### src/rtl/ex_muldiv_unit.sv
// Iterative RV32M multiply/divide unit for the EX stage: one bit per cycle,
// fixed latency, stalls the front of the pipe while it works.
module ex_muldiv_unit #(
    parameter int XLEN = 32
) (
    input  logic            clk_i,
    input  logic            rst_i,
    input  logic            valid_i,
    input  logic [9:0]      funct_i,
    input  logic [XLEN-1:0] rs1_data_i,
    input  logic [XLEN-1:0] rs2_data_i,
    input  logic [4:0]      rd_addr_i,
    input  logic            flush_i,
    output logic            busy_o,
    output logic            done_o,
    output logic [XLEN-1:0] result_o,
    output logic [4:0]      rd_addr_o
);

    localparam int CNT_W = $clog2(XLEN);

    localparam logic [1:0] IDLE = 2'd0;
    localparam logic [1:0] CALC = 2'd1;
    localparam logic [1:0] DONE = 2'd2;

    logic [1:0]      state_q, state_d;
    logic [CNT_W-1:0] count_q, count_d;
    logic [2:0]      op_q, op_d;
    logic [4:0]      rd_q, rd_d;
    logic            negRes_q, negRes_d;
    logic [XLEN-1:0] hi_q, hi_d;
    logic [XLEN-1:0] lo_q, lo_d;
    logic [XLEN-1:0] opb_q, opb_d;
    logic [XLEN-1:0] result_q, result_d;
    logic [4:0]      rdOut_q, rdOut_d;

    logic            start;
    logic            isDivIn;
    logic            signA, signB;
    logic            aNeg, bNeg;
    logic            negStart;
    logic [XLEN-1:0] magA, magB;

    logic [XLEN:0]   mulSum;
    logic [XLEN:0]   divShift;
    logic [XLEN-1:0] divDiff;
    logic            divFits;

    logic [2*XLEN-1:0] prod, prodAdj;
    logic [XLEN-1:0]   divRaw, divAdj;
    logic [XLEN-1:0]   finalResult;

    assign start = valid_i && (funct_i[9:3] == 7'b0000001) && (state_q == IDLE);

    // Signed ops run on magnitudes; negStart records whether the final
    // value must be negated. A zero divisor never flips the quotient sign,
    // so DIV by zero still yields all ones.
    always_comb begin
        isDivIn  = funct_i[2];
        signA    = isDivIn ? ~funct_i[0] : (funct_i[1:0] == 2'b01 || funct_i[1:0] == 2'b10);
        signB    = isDivIn ? ~funct_i[0] : (funct_i[1:0] == 2'b01);
        aNeg     = signA & rs1_data_i[XLEN-1];
        bNeg     = signB & rs2_data_i[XLEN-1];
        magA     = aNeg ? -rs1_data_i : rs1_data_i;
        magB     = bNeg ? -rs2_data_i : rs2_data_i;
        negStart = 1'b0;
        if (!isDivIn) begin
            negStart = aNeg ^ bNeg;
        end else if (!funct_i[1]) begin
            negStart = (aNeg ^ bNeg) && (rs2_data_i != '0);
        end else begin
            negStart = aNeg;
        end
    end

    // Multiply: {hi, lo} shifts right, adding the multiplicand when lo[0] is set.
    // Divide: restoring step, remainder in hi, quotient shifts into lo.
    always_comb begin
        mulSum   = {1'b0, hi_q} + (lo_q[0] ? {1'b0, opb_q} : '0);
        divShift = {hi_q, lo_q[XLEN-1]};
        divFits  = divShift >= {1'b0, opb_q};
        divDiff  = divShift[XLEN-1:0] - opb_q;
    end

    always_comb begin
        prod    = {hi_q, lo_q};
        prodAdj = negRes_q ? -prod : prod;
        divRaw  = op_q[1] ? hi_q : lo_q;
        divAdj  = negRes_q ? -divRaw : divRaw;
        if (op_q[2]) begin
            finalResult = divAdj;
        end else if (op_q[1:0] == 2'b00) begin
            finalResult = prodAdj[XLEN-1:0];
        end else begin
            finalResult = prodAdj[2*XLEN-1:XLEN];
        end
    end

    always_comb begin
        state_d  = state_q;
        count_d  = count_q;
        op_d     = op_q;
        rd_d     = rd_q;
        negRes_d = negRes_q;
        hi_d     = hi_q;
        lo_d     = lo_q;
        opb_d    = opb_q;
        result_d = result_q;
        rdOut_d  = rdOut_q;
        case (state_q)
            IDLE: begin
                if (start && !flush_i) begin
                    state_d  = CALC;
                    count_d  = '0;
                    op_d     = funct_i[2:0];
                    rd_d     = rd_addr_i;
                    negRes_d = negStart;
                    hi_d     = '0;
                    lo_d     = isDivIn ? magA : magB;
                    opb_d    = isDivIn ? magB : magA;
                end
            end
            CALC: begin
                if (flush_i) begin
                    state_d = IDLE;
                end else begin
                    count_d = count_q + CNT_W'(1);
                    if (op_q[2]) begin
                        hi_d = divFits ? divDiff : divShift[XLEN-1:0];
                        lo_d = {lo_q[XLEN-2:0], divFits};
                    end else begin
                        hi_d = mulSum[XLEN:1];
                        lo_d = {mulSum[0], lo_q[XLEN-1:1]};
                    end
                    if (count_q == CNT_W'(XLEN-1)) begin
                        state_d = DONE;
                    end
                end
            end
            DONE: begin
                state_d  = IDLE;
                result_d = finalResult;
                rdOut_d  = rd_q;
            end
            default: state_d = IDLE;
        endcase
    end

    always_ff @(posedge clk_i) begin
        if (rst_i) begin
            state_q  <= IDLE;
            count_q  <= '0;
            op_q     <= '0;
            rd_q     <= '0;
            negRes_q <= 1'b0;
            hi_q     <= '0;
            lo_q     <= '0;
            opb_q    <= '0;
            result_q <= '0;
            rdOut_q  <= '0;
        end else begin
            state_q  <= state_d;
            count_q  <= count_d;
            op_q     <= op_d;
            rd_q     <= rd_d;
            negRes_q <= negRes_d;
            hi_q     <= hi_d;
            lo_q     <= lo_d;
            opb_q    <= opb_d;
            result_q <= result_d;
            rdOut_q  <= rdOut_d;
        end
    end

    // The DONE cycle shows the fresh result directly; afterwards the held copy.
    assign busy_o    = start || (state_q == CALC);
    assign done_o    = (state_q == DONE);
    assign result_o  = done_o ? finalResult : result_q;
    assign rd_addr_o = done_o ? rd_q : rdOut_q;

endmodule
### config.mk
export PLATFORM = sky130hd
export DESIGN_NAME = ex_muldiv_unit
export DESIGN_NICKNAME = d
export VERILOG_FILES = /design/src/rtl/ex_muldiv_unit.sv
export SDC_FILE = /design/constraint.sdc
export NUM_CORES = 1
export LEC_CHECK = 0
export BUFFER_PORTS_ARGS = -buffer_cell sky130_fd_sc_hd__buf_4
export CORE_UTILIZATION = 45
export DETAILED_ROUTE_END_ITERATION = 16
export GPL_ROUTABILITY_DRIVEN = 0
export PLACE_DENSITY = 0.6
export SYNTH_ARGS = -nofsm -noshare
export SYNTH_HDL_FRONTEND = slang
export SYNTH_SLANG_ARGS = --single-unit
### constraint.sdc
create_clock -name clk_i -period 10.37 [get_ports clk_i]
set_clock_uncertainty 0.2 [all_clocks]
set_input_delay 1.037 -clock clk_i [delete_from_list [all_inputs] [get_ports clk_i]]
set_output_delay 1.037 -clock clk_i [all_outputs]
set_load 0.01 [all_outputs]
Word-level counts from Yosys, hierarchy flattened. Index checks and enable logic that the tools add are counted.

Register bits after elaboration: 149. Output and inout port bits: 39.

Equal/unequal tests: 9. Muxes and demuxes: 32. Order comparisons: 1. Bitwise logic cells: 4. Add/subtract/negate cells: 7. Reduce and logical (&&, ||, !) cells: 14.

Operators by type and width (number): $mux W32 (17); $pmux W32 S2 (2); $neg A32 Y32 (3); $mux W64 (1); $neg A64 Y64 (1); $add A32 B32 Y33 (1); $ge A33 B32 Y1 (1); $reduce_bool A32 Y1 (1); $sub A32 B32 Y32 (1); $mux W5 (3); $pmux W5 S2 (1); $eq A7 B1 Y1 const B (1); $mux W2 (3); $add A5 B1 Y5 const B (1); $eq A5 B5 Y1 const B (1); $eq A2 B1 Y1 const B (2); $eq A2 B2 Y1 const B (2); $logic_and A1 B1 Y1 (4); $logic_not A2 Y1 (2); $mux W1 (4); $pmux W2 S2 (1); $reduce_and A2 Y1 (2); $ne A3 B3 Y1 const B (1); $reduce_and A3 Y1 (1); other kinds (8) (10).

Longest topological paths before layout.
Depth in word-level cells: 8. Mapped depth: 16. Gate-level depth less buffers: 13.

Worst setup path before layout. OpenSTA, ideal clock, no wires.

Path type: register to output. Start point: reg op_q[1]. End point: out result_o[28]. Path buffers: 6. Slack: 5.261 ns. Required time: 9.133 ns. Cell stages (with the launch flop): 16. Data arrival time: 3.872 ns. Path through: dfxtp_1 buf_2 buf_2 buf_2 buf_2 buf_2 buf_2 mux2i_1 ha_1 o211ai_1 or3_1 or3_1 o41ai_1 xnor2_1 a22oi_1 o21ai_1.

Cells in the longest elaborated chain, start to end: 5. Elaborated cells on any way between the ends: 7. Those cells by class: add/sub (1); mux (5); reduce/logical (1).

RTL lines: from (decl) (line 28) `logic [2:0] op_q, op_d;`; from (signal assigned) (line 164) `op_q <= op_d;`; $mux W32 (line 88) `divRaw = op_q[1] ? hi_q : lo_q;`; $neg A32 Y32 (line 89) `divAdj = negRes_q ? -divRaw : divRaw;`; $mux W32 (line 89); $mux W32 * (line 90) `if (op_q[2]) begin`; $mux W32 *; to (decl) (line 16) `output logic [XLEN-1:0] result_o,`.

Every way passes the cells marked *; elsewhere a longest branch is shown, timed or not.

Worst setup path after layout.
Start point: reg lo_q[0]. End point: out result_o[4].

Cells in the longest elaborated chain, start to end: 5. Elaborated cells on any way between the ends: 8. Those cells by class: add/sub (2); mux (6).

RTL lines: from (decl) (line 32) `logic [XLEN-1:0] lo_q, lo_d;`; from (signal assigned) (line 168) `lo_q <= lo_d;`; $neg A64 Y64 or $mux W32 (tied branches) (line 87, 88); $mux W64 or $neg A32 Y32 (tied branches) (line 87, 89); $mux W32 (on tied branches) (line 92, 89); $mux W32 * (line 90); $mux W32 *.

Marks and branches as above.

==> impl_metrics.csv <==
group,metric,value,unit
status,outcome,"complete, no violations",
sta,rsz0062_at_grt,"no",
clock_network,cts_tree,"done",
sta,fin_crit,5.96,ns
floorplanning,initial_utilization,0.462,
clock_network,hold_buffers,0,
sta,tightest_slew,1.10,ns
yosys,synth_seq_area_share,0.191,
yosys,synthTopCellsByCount,"nor2_1 (255), nand2_1 (229), a21oi_1 (167), o21ai_0 (153), dfxtp_1 (149)",
routing,drtPass1Iterations,8,
global_routing,grt_pass1_wl,88.5,mm
yosys,synthCells,2203,
critical_path,cp_max_fo,31,
yosys,syn_area,15600,µm²
floorplanning,std_cell_rows,67,
yosys,syn_avg_cell_area,7.08,µm²
clock_network,ctsResizeCount,0,
placed_design,numPortBuffers,121,
pwr,power.leakage,6.94,nW
yosys,synth.most_common_cell,"nor2_1",
sta,drv_slew,0,
clock_network,post_cts_buffers,0,
clock_network,htreeDepth,4,
yosys,synth_fa_ha_area_frac,0.0595,
pwr,p_total,0.00142,W
yosys,synth_top_family_by_area,"compound AO/OA/AOI/OAI gates",
yosys,synth.distinct_cells,86,
sta,fin_crit_sh,0.575,
routing,ant_nets,0,
floorplanning,core,33800,µm²
routing,wl_per_cell,21.5,µm
critical_path,cp.arrival,4.73,ns
placed_design,hpwl,43.0,mm
finish,diodes,0,
floorplanning,num_io_pins,122,
sta,slew-limit-headroom,0.263,
yosys,async_reset_ff_frac,0,
run,drv_cap,0,
yosys,synth_compound_area_frac,0.257,
global_routing,grt_pass1_vias,15288,
clock_network,cts_buffers,17,
yosys,synth_xor_area_frac,0.102,
routing,drt-initial-drc-count,2110,
global_routing,grt_max_degree,81,
yosys,synth_ff_type,"dfxtp_1",
clock_network,clk_latency,0.47,ns
critical_path,cp_cell_sequence,"inv_1 > ha_1 > or4b_1 > nor4_2 > nand3_1 > or3_1 > nor2_1 > a21oi_1 > a222oi_1 > inv_1 > buf_4",
floorplanning,die_h,188,µm
global_routing,grt-ovfl-total,0,
clock_network,clock_path_buffers,2,
yosys,synth.area.mux_share,0.0828,
yosys,netlist.area_leader.share,0.191,
critical_path,critPathLaunchType,"flop",
clock_network,ctsRootBufferMaster,"clkbuf_16",
routing,via_per_inst,6.27,
sta,setup_violations,0,
sta,timing.fmax,168,MHz
sta,fin_tns_setup,0,ns
yosys,ys_warn_count,0,
critical_path,end_kind,"output port",
yosys,syn_nets,2359,
critical_path,crit_required,9.13,ns
pwr,powerDensity,82.5,nW/µm²
critical_path,cpMostUsedCell,"inv_1",
yosys,synth.area.top_cells,"dfxtp_1 (19%), mux2i_1 (7.1%), nor2_1 (6.1%)",
sta,hold_viol,0,
finish,drive_gt1_frac,0.104,
global_routing,grt_usage,0.320,
routing,routed_wl,57.2,mm
finish,final_nets,2352,
critical_path,critical_path_class,"reg2out",
clock_network,cts_num_sinks,149,
yosys,synth_edf_count,0,
yosys,yosys_register_bits,149,
floorplanning,dieArea,35400,µm²
critical_path,cp_slowest_stage_delay,0.76,ns
pwr,ir_drop,0.121,mV
global_routing,antenna_found_initial,0,
routing,drc_errors,0,
yosys,synthSimpleGateAreaFrac,0.248,
routing,vias,16671,
clock_network,clkTransAtPathRegs,0.07,ns
min_path,hold_class,"reg2reg",
floorplanning,die_x,188,µm
critical_path,slowest_stage,"inv_1",
yosys,synth_largest_area_cell,"dfxtp_1",
finish,syn2layout_area_growth,10.3,%
worst paths after layout:
check	startpoint	endpoint	slack [ns]	cells after the start
worst max-delay path	lo_q[0]$_SDFFE_PP0P_	result_o[4]	4.41	11
worst max register to register	lo_q[0]$_SDFFE_PP0P_	hi_q[27]$_SDFFE_PP0P_	5.74	12
worst min-delay path	opb_q[7]$_SDFFE_PP0P_	opb_q[7]$_SDFFE_PP0P_	0.25	2
worst min register to register	opb_q[7]$_SDFFE_PP0P_	opb_q[7]$_SDFFE_PP0P_	0.25	2
sequential cells by signal, indices dropped and copies added, names as in the netlist:
signal    count
opb_q        32
rd_q          5
count_q       5
state_q       2
rdOut_q       5
negRes_q      1
lo_q         32
hi_q         32
result_q     32
op_q          3
routing by layer:
layer  up-vias  wire [µm]  track usage  share of wire
met3       119       4930       0.0511          0.086
met4         0       2670        0.158          0.047
li1       7912          -            -              -
met1      7797      25200        0.442           0.44
met5         -          0            0              0
met2       843      24400        0.481           0.43
cells in the final DEF, fill, tap and decap left out, drive strengths merged, types with 8 or more instances in the layout:
master,count
o211ai,35
or2,9
and4,8
or4,14
o21ai,158
nor2,255
clkbuf,19
nor3b,16
a31oi,18
o41ai,12
o31ai,37
xnor2,96
buf,146
or3,25
dfxtp,149
nor3,78
nand3,43
and2,15
o22ai,14
a21o,24
mux2i,111
nand2,229
mux2,16
a22oi,21
xor2,85
ha,71
and3,15
nor2b,37
nor4,18
inv,73
nand4,18
a21oi,167
a221oi,11
o21a,11
nand2b,15
a211oi,38
critical path, delay by kind of cell, from the launching register on:
family / cells / cell delay, ns
compound gates: 2 / 0.55
fa+ha+maj: 1 / 0.39
buf+inv: 3 / 1.02
flops: 1 / 0.40
simple gates: 5 / 1.91
cell families (layout without fill, tap and decap cells):
family | count (synthesis) | in the layout
simple gates | 810 | 810
compound gates | 624 | 624
buf+inv | 239 | 245
xor+xnor | 181 | 181
flops | 149 | 149
mux | 127 | 127
fa+ha+maj | 73 | 73
power by group:
group          switching, W  internal, W  total [W]
combinational      0.000119    0.0000694   0.000188
clock              0.000293     0.000364   0.000656
sequential       0.00000175     0.000572   0.000574
total              0.000414      0.00101    0.00142
layout make-up:
type,count,area [µm²]
multi-input cells,1815,11700
repair buffers,146,1100
flip-flops and latches,149,2990
clock inverters,13,165
fillers,3433,16600
clock buffers,19,433
inverters,67,251
well taps,448,561
per-stage QoR:
stage	setup slack, ns	area (µm²)	hold slack [ns]	cells	utilization
after CTS	4.43	17200	0.254	2657	0.509
after detailed placement	4.93	16600	0.246	2625	0.491
final	4.41	17200	0.251	2657	0.509
after global placement	5.01	16600	0.241	2625	0.491
after floorplan	5.26	15600	0.232	2203	-
after global routing	4.02	17200	0.268	2657	0.509
No activity file was read; power rests on OpenSTA's default activity.
